[src/rtl/uart_pkg.sv]
// Shared types and constants for the scheduled UART transmitter.
// Holds the FSM state type, oversample ratio and parameter defaults.
package uart_pkg;

  localparam int OVERSAMPLE      = 16;
  localparam int DBIT_DEFAULT    = 8;
  localparam int SB_TICK_DEFAULT = 16;

  typedef enum logic [2:0] {
    IDLE,
    START,
    DATA,
`ifdef UART_TX_PARITY_EN
    PARITY,
`endif
    STOP
  } state_t;

endpackage

[src/rtl/uart_tx_sched_if.sv]
// Two-requester byte handshake into the UART scheduler.
// master: requester side (valid/din out); slave: scheduler side.
interface uart_tx_sched_if
  import uart_pkg::*;
#(
  parameter int DBIT = DBIT_DEFAULT
);
  logic            valid0;
  logic            valid1;
  logic [DBIT-1:0] din0;
  logic [DBIT-1:0] din1;
  logic            ready0;
  logic            ready1;

  modport master (
    output valid0, valid1, din0, din1,
    input  ready0, ready1
  );

  modport slave (
    input  valid0, valid1, din0, din1,
    output ready0, ready1
  );
endinterface

[src/rtl/rr_arb2.sv]
// Two-way round-robin arbiter: ptr breaks ties when both request.
// In: valid0, valid1, ptr. Out: grant (any), grant_idx (winner).
module rr_arb2 (
  input  logic valid0,
  input  logic valid1,
  input  logic ptr,
  output logic grant,
  output logic grant_idx
);
  assign grant     = valid0 | valid1;
  assign grant_idx = (valid0 & valid1) ? ptr : valid1;
endmodule

[src/rtl/uart_tx_sched.sv]
// UART transmitter fed by two requesters via round-robin arbitration.
// Ports: clk_100MHz, rst (sync, high), s_tick (16x baud), req
// (uart_tx_sched_if.slave), tx, busy, src, tx_done_tick.
// Define UART_TX_PARITY_EN to append an even parity bit.
module uart_tx_sched
  import uart_pkg::*;
#(
  parameter int DBIT    = DBIT_DEFAULT,
  parameter int SB_TICK = SB_TICK_DEFAULT
) (
  input  logic               clk_100MHz,
  input  logic               rst,
  input  logic               s_tick,
  uart_tx_sched_if.slave     req,
  output logic               tx,
  output logic               busy,
  output logic               src,
  output logic               tx_done_tick
);
  localparam int CMAX =
    (SB_TICK > OVERSAMPLE) ? SB_TICK : OVERSAMPLE;
  localparam int CW = $clog2(CMAX);
  localparam int NW = $clog2(DBIT);

  state_t          state_q, state_d;
  logic [CW-1:0]   cnt_q, cnt_d;
  logic [NW-1:0]   n_q, n_d;
  logic [DBIT-1:0] sh_q, sh_d;
  logic            tx_q, tx_d;
  logic            busy_q, busy_d;
  logic [1:0]      rdy_q, rdy_d;
  logic            src_q, src_d;
  logic            ptr_q, ptr_d;
  logic            done_q, done_d;
  logic            grant, gidx;
`ifdef UART_TX_PARITY_EN
  logic            par_q, par_d;
`endif

  rr_arb2 u_arb (
    .valid0    (req.valid0),
    .valid1    (req.valid1),
    .ptr       (ptr_q),
    .grant     (grant),
    .grant_idx (gidx)
  );

  always_ff @(posedge clk_100MHz) begin
    if (rst) begin
      state_q <= IDLE;
      cnt_q   <= '0;
      n_q     <= '0;
      sh_q    <= '0;
      tx_q    <= 1'b1;
      busy_q  <= 1'b0;
      rdy_q   <= 2'b00;
      src_q   <= 1'b0;
      ptr_q   <= 1'b0;
      done_q  <= 1'b0;
`ifdef UART_TX_PARITY_EN
      par_q   <= 1'b0;
`endif
    end else begin
      state_q <= state_d;
      cnt_q   <= cnt_d;
      n_q     <= n_d;
      sh_q    <= sh_d;
      tx_q    <= tx_d;
      busy_q  <= busy_d;
      rdy_q   <= rdy_d;
      src_q   <= src_d;
      ptr_q   <= ptr_d;
      done_q  <= done_d;
`ifdef UART_TX_PARITY_EN
      par_q   <= par_d;
`endif
    end
  end

  always_comb begin
    state_d = state_q;
    cnt_d   = cnt_q;
    n_d     = n_q;
    sh_d    = sh_q;
    busy_d  = busy_q;
    rdy_d   = 2'b00;
    src_d   = src_q;
    ptr_d   = ptr_q;
    done_d  = 1'b0;
    tx_d    = 1'b1;
`ifdef UART_TX_PARITY_EN
    par_d   = par_q;
`endif
    unique case (state_q)
      IDLE: begin
        // s_tick is ignored here, so a tick in the
        // grant cycle never shortens the start bit.
        if (grant) begin
          state_d = START;
          cnt_d   = '0;
          n_d     = '0;
          sh_d    = gidx ? req.din1 : req.din0;
          busy_d  = 1'b1;
          rdy_d   = gidx ? 2'b10 : 2'b01;
          src_d   = gidx;
          ptr_d   = ~gidx;
`ifdef UART_TX_PARITY_EN
          par_d   = ^sh_d;
`endif
        end
      end
      START: begin
        if (s_tick) begin
          if (cnt_q == CW'(OVERSAMPLE - 1)) begin
            state_d = DATA;
            cnt_d   = '0;
            n_d     = '0;
          end else begin
            cnt_d = cnt_q + CW'(1);
          end
        end
      end
      DATA: begin
        if (s_tick) begin
          if (cnt_q == CW'(OVERSAMPLE - 1)) begin
            cnt_d = '0;
            sh_d  = sh_q >> 1;
            if (n_q == NW'(DBIT - 1)) begin
`ifdef UART_TX_PARITY_EN
              state_d = PARITY;
`else
              state_d = STOP;
`endif
            end else begin
              n_d = n_q + NW'(1);
            end
          end else begin
            cnt_d = cnt_q + CW'(1);
          end
        end
      end
`ifdef UART_TX_PARITY_EN
      PARITY: begin
        if (s_tick) begin
          if (cnt_q == CW'(OVERSAMPLE - 1)) begin
            state_d = STOP;
            cnt_d   = '0;
          end else begin
            cnt_d = cnt_q + CW'(1);
          end
        end
      end
`endif
      STOP: begin
        if (s_tick) begin
          if (cnt_q == CW'(SB_TICK - 1)) begin
            state_d = IDLE;
            cnt_d   = '0;
            busy_d  = 1'b0;
            done_d  = 1'b1;
          end else begin
            cnt_d = cnt_q + CW'(1);
          end
        end
      end
      default: state_d = IDLE;
    endcase

    // Line level follows the state being entered,
    // so tx stays aligned with the registered state.
    unique case (state_d)
      START:   tx_d = 1'b0;
      DATA:    tx_d = sh_d[0];
`ifdef UART_TX_PARITY_EN
      PARITY:  tx_d = par_d;
`endif
      default: tx_d = 1'b1;
    endcase
  end

  assign tx           = tx_q;
  assign busy         = busy_q;
  assign src          = src_q;
  assign tx_done_tick = done_q;
  assign req.ready0   = rdy_q[0];
  assign req.ready1   = rdy_q[1];

endmodule
[src/flat_wrapper.sv]
// flat-port wrapper written by rule: the top's interface ports become plain ports
module uart_tx_sched_flat import uart_pkg::*;
#(
  parameter int DBIT    = DBIT_DEFAULT,
  parameter int SB_TICK = SB_TICK_DEFAULT
)
  (clk_100MHz, rst, s_tick, tx, busy, src, tx_done_tick, req_valid0, req_valid1, req_din0, req_din1, req_ready0, req_ready1);
  uart_tx_sched_if #(.DBIT(DBIT)) req_i ();
  input  logic clk_100MHz;
  input  logic rst;
  input  logic s_tick;
  output logic tx;
  output logic busy;
  output logic src;
  output logic tx_done_tick;
  input wire logic [$bits(req_i.valid0)-1:0] req_valid0;
  input wire logic [$bits(req_i.valid1)-1:0] req_valid1;
  input wire logic [$bits(req_i.din0)-1:0] req_din0;
  input wire logic [$bits(req_i.din1)-1:0] req_din1;
  output wire logic [$bits(req_i.ready0)-1:0] req_ready0;
  output wire logic [$bits(req_i.ready1)-1:0] req_ready1;
  assign req_i.valid0 = req_valid0;
  assign req_i.valid1 = req_valid1;
  assign req_i.din0 = req_din0;
  assign req_i.din1 = req_din1;
  assign req_ready0 = req_i.ready0;
  assign req_ready1 = req_i.ready1;
  uart_tx_sched #(.DBIT(DBIT), .SB_TICK(SB_TICK)) u_core (.clk_100MHz(clk_100MHz), .rst(rst), .s_tick(s_tick), .req(req_i), .tx(tx), .busy(busy), .src(src), .tx_done_tick(tx_done_tick));
endmodule
[config.mk]
export PLATFORM = sky130hd
export DESIGN_NAME = uart_tx_sched_flat
export DESIGN_NICKNAME = d
export VERILOG_FILES = /design/src/rtl/uart_pkg.sv /design/src/rtl/uart_tx_sched_if.sv /design/src/rtl/rr_arb2.sv /design/src/rtl/uart_tx_sched.sv /design/src/flat_wrapper.sv
export SDC_FILE = /design/constraint.sdc
export NUM_CORES = 1
export LEC_CHECK = 0
export BUFFER_PORTS_ARGS = -buffer_cell sky130_fd_sc_hd__buf_2
export CORE_ASPECT_RATIO = 1.25
export CORE_UTILIZATION = 30
export CTS_CLUSTER_SIZE = 12
export DETAILED_ROUTE_END_ITERATION = 12
export GPL_ROUTABILITY_DRIVEN = 0
export SLEW_MARGIN = 20
export SYNTH_ARGS = -nofsm -noshare
export SYNTH_HDL_FRONTEND = slang
export SYNTH_HIERARCHICAL = 1
export SYNTH_SLANG_ARGS = --single-unit
[constraint.sdc]
create_clock -name clk_100MHz -period 2.6 [get_ports clk_100MHz]
set_input_delay 0.13 -clock clk_100MHz [delete_from_list [all_inputs] [get_ports clk_100MHz]]
set_output_delay 0.13 -clock clk_100MHz [all_outputs]
set_load 0.1 [all_outputs]
==> run metrics <==
Clock Skew=0.00263 ns; power density cells=497 nW/um^2; startpoint types=register; Synth Net Count=177; Main synth FF type=dfxtp_1; post-route DRC violation count=0; most frequent cells in the layout=26 x buf_2, 25 x dfxtp_1, 21 x a21oi_1, 19 x nor2_1, 11 x o21ai_0; Total GRT Usage=12.9%; worst-path maximum fanout=15; wirelength, routed=2780 um; final hold slack=0.254 ns; Worst Hold Class=input pin to register; Leak=0.605 nW; nets=200; fin. max-slew vios=0; grt ovf=0; TritonCTS buffer count=3; Fmax=0.521 GHz; CP Capture Type=register; post-synth cell types=41; sequential share of the synthesized area=38.4%; die width=60.9 um; Vias/cell=4.97; Routed Antenna Nets=0; Die Ht=75.7 um; post-CTS setup buffer count=0; Fin. Hold Viols=0; antenna violations before repair=0; I/O Buffers=26; Final min period=1.92 ns; wire per inst=12.0 um; Post-Synth XOR/XNOR Area=0%; Final setup viols=0; CTS Sinks=25; #FFs+latches synth=25; Fin Setup TNS=0 ns; share of layout cells above drive strength 1=21.1%; global-route wire length before repair=4350 um; Post-synth EDFFs=0; Die Area=4610 sq um; Pre-Repair DR Iteration Count=4; site row count=26; r2r startpoint=u_core/state_q[0]$_SDFF_PP0_; vias in the first global route=1020; H-tree Lvls=1; Syn Area/Cell=8.51 sq um; R2R Setup Slk=0.68 ns; Post-Synth Simple-Gate Area=25.5%; Post-Syn Instances=153; most common cell after layout, fill and taps aside=buf_2; Synth warnings=6; TritonCTS clock tree=built; Initial Util=31.5%; Core ar.=4130 sq um; Final Cycle Share=73.8%; area share of fa/ha/maj cells after synthesis=2.88%; asr flop ratio synth=0%; count of max-cap constraint violations=0; Crit Path Class=register to register; post-DP HPWL=2020 um; Worst EP required=2.77 ns; Worst Tran Pin Value=0.566 ns; Max Buffers Root-to-Sink=2; Worst-path clk slew=0.08 ns; Min-Delay Path Depth=5; multiplexer share of the synthesized area=10.3%; placed insts=227; via count=1147; largest net degree at the start of global routing=27; min-delay src=req_din0[4]; status=completed; worst reg2reg path depth=4; Post-Syn Area=1300 sq um; largest family of logic cells by synthesized area=simple AND/OR/NAND/NOR gates; DRC marker count from the first detailed-route iteration=17; # IOs=27; fillers=445; Root Buffer=clkbuf_8; RSZ-0062 raised after global routing=no; slew margin rel.=62.1%; ant diodes=0; Layout area overhead=16.4%; Compound-Gate Fraction of Synth Area=18.5%; Final Power=0.754 mW; reg-to-reg endpoint=u_core/tx$_SDFF_PP1_; hold buffers post-CTS=0; cts repair resizes=0; crit path DAT=2.08 ns; Min-Delay Endpoint=u_core/sh_q[4]$_SDFFE_PP0P_; worst vdd ir=0.183 mV; Clock Latency Late Sink=0.26 ns; Post-Layout Cell Count=231
worst max-delay path by stage:
stage / cells past startpoint / from / to / slack (ns)
final: 4 / u_core/state_q[0]$_SDFF_PP0_ / u_core/tx$_SDFF_PP1_ / 0.68
after global routing: 4 / u_core/state_q[1]$_SDFF_PP0_ / u_core/tx$_SDFF_PP1_ / 0.57
after CTS: 4 / u_core/state_q[1]$_SDFF_PP0_ / u_core/tx$_SDFF_PP1_ / 0.68
after detailed placement: 4 / u_core/state_q[0]$_SDFF_PP0_ / u_core/tx$_SDFF_PP1_ / 0.70
after global placement: 4 / u_core/state_q[1]$_SDFF_PP0_ / u_core/tx$_SDFF_PP1_ / 0.72
after floorplan: 5 / u_core/cnt_q[0]$_SDFFE_PP0P_ / u_core/tx$_SDFF_PP1_ / 0.82
per-layer routing:
layer	up-vias	GRT usage, %	routed length [um]
met5	-	0	0
met2	25	22.0	1320
met4	0	6.06	46
met1	527	15.5	1300
li1	590	-	-
met3	5	2.38	110
layout make-up:
class / instances / area, sq um / share of cell area [%]
well taps: 56 / 70.1 / 4.62
clock buffers: 4 / 45.0 / 2.97
repair buffers: 27 / 138 / 9.08
flip-flops and latches: 25 / 500 / 33.0
multi-input cells: 115 / 748 / 49.3
inverters: 4 / 15.0 / 0.990
critical path, cell delays in order (launching register included):
cell      delay [ns]
dfxtp_1         0.57
and4bb_2        0.28
mux2_2          0.27
or4b_1          0.49
o2bb2a_4        0.21
registers in the layout (all words and copies together) (netlist names):
name and cells:
u_core/busy 1, u_core/cnt_q 4, u_core/n_q 3, u_core/ptr_q 1, u_core/rdy_q 2, u_core/sh_q 8, u_core/src 1, u_core/state_q 3
u_core/tx 1, u_core/tx_done_tick 1
through the flow:
| step | cell area, sq um | utilization [%] | worst slack [ns] |
|---|---|---|---|
| floorplan | 1300 | - | 0.819 |
| global placement | 1470 | 35.6 | 0.716 |
| detailed placement | 1470 | 35.6 | 0.699 |
| CTS | 1520 | 36.7 | 0.681 |
| global route | 1520 | 36.7 | 0.565 |
| finish | 1520 | 36.7 | 0.681 |
kinds of logic (layout without fill, tap and decap cells):
| kind of cell | count (synthesis) | count (layout) |
|---|---|---|
| adders and majority gates | 3 | 3 |
| other | 1 | 1 |
| buffers and inverters | 13 | 35 |
| AOI/OAI and AO/OA | 41 | 41 |
| DFF | 25 | 25 |
| and+or+nand+nor | 57 | 57 |
| muxes | 13 | 13 |
power breakdown:
| part | internal, mW | switching, mW | total, mW |
|---|---|---|---|
| combinational | 0.0458 | 0.0762 | 0.122 |
| clock | 0.109 | 0.114 | 0.224 |
| sequential | 0.398 | 0.0111 | 0.409 |
| total | 0.553 | 0.202 | 0.754 |
Yosys cell counts, drive strengths merged (4+ instances only):
cell     n  share of area (%)
a21oi   21                8.1
nor2    19                5.5
inv      4                1.2
dfxtp   25                 38
nand2    4                1.2
o21ai   11                4.2
buf      5                1.8
clkbuf   4                1.2
mux2i   10                7.7
nor2b    4                1.9
No activity file was read; power rests on OpenSTA's default activity.
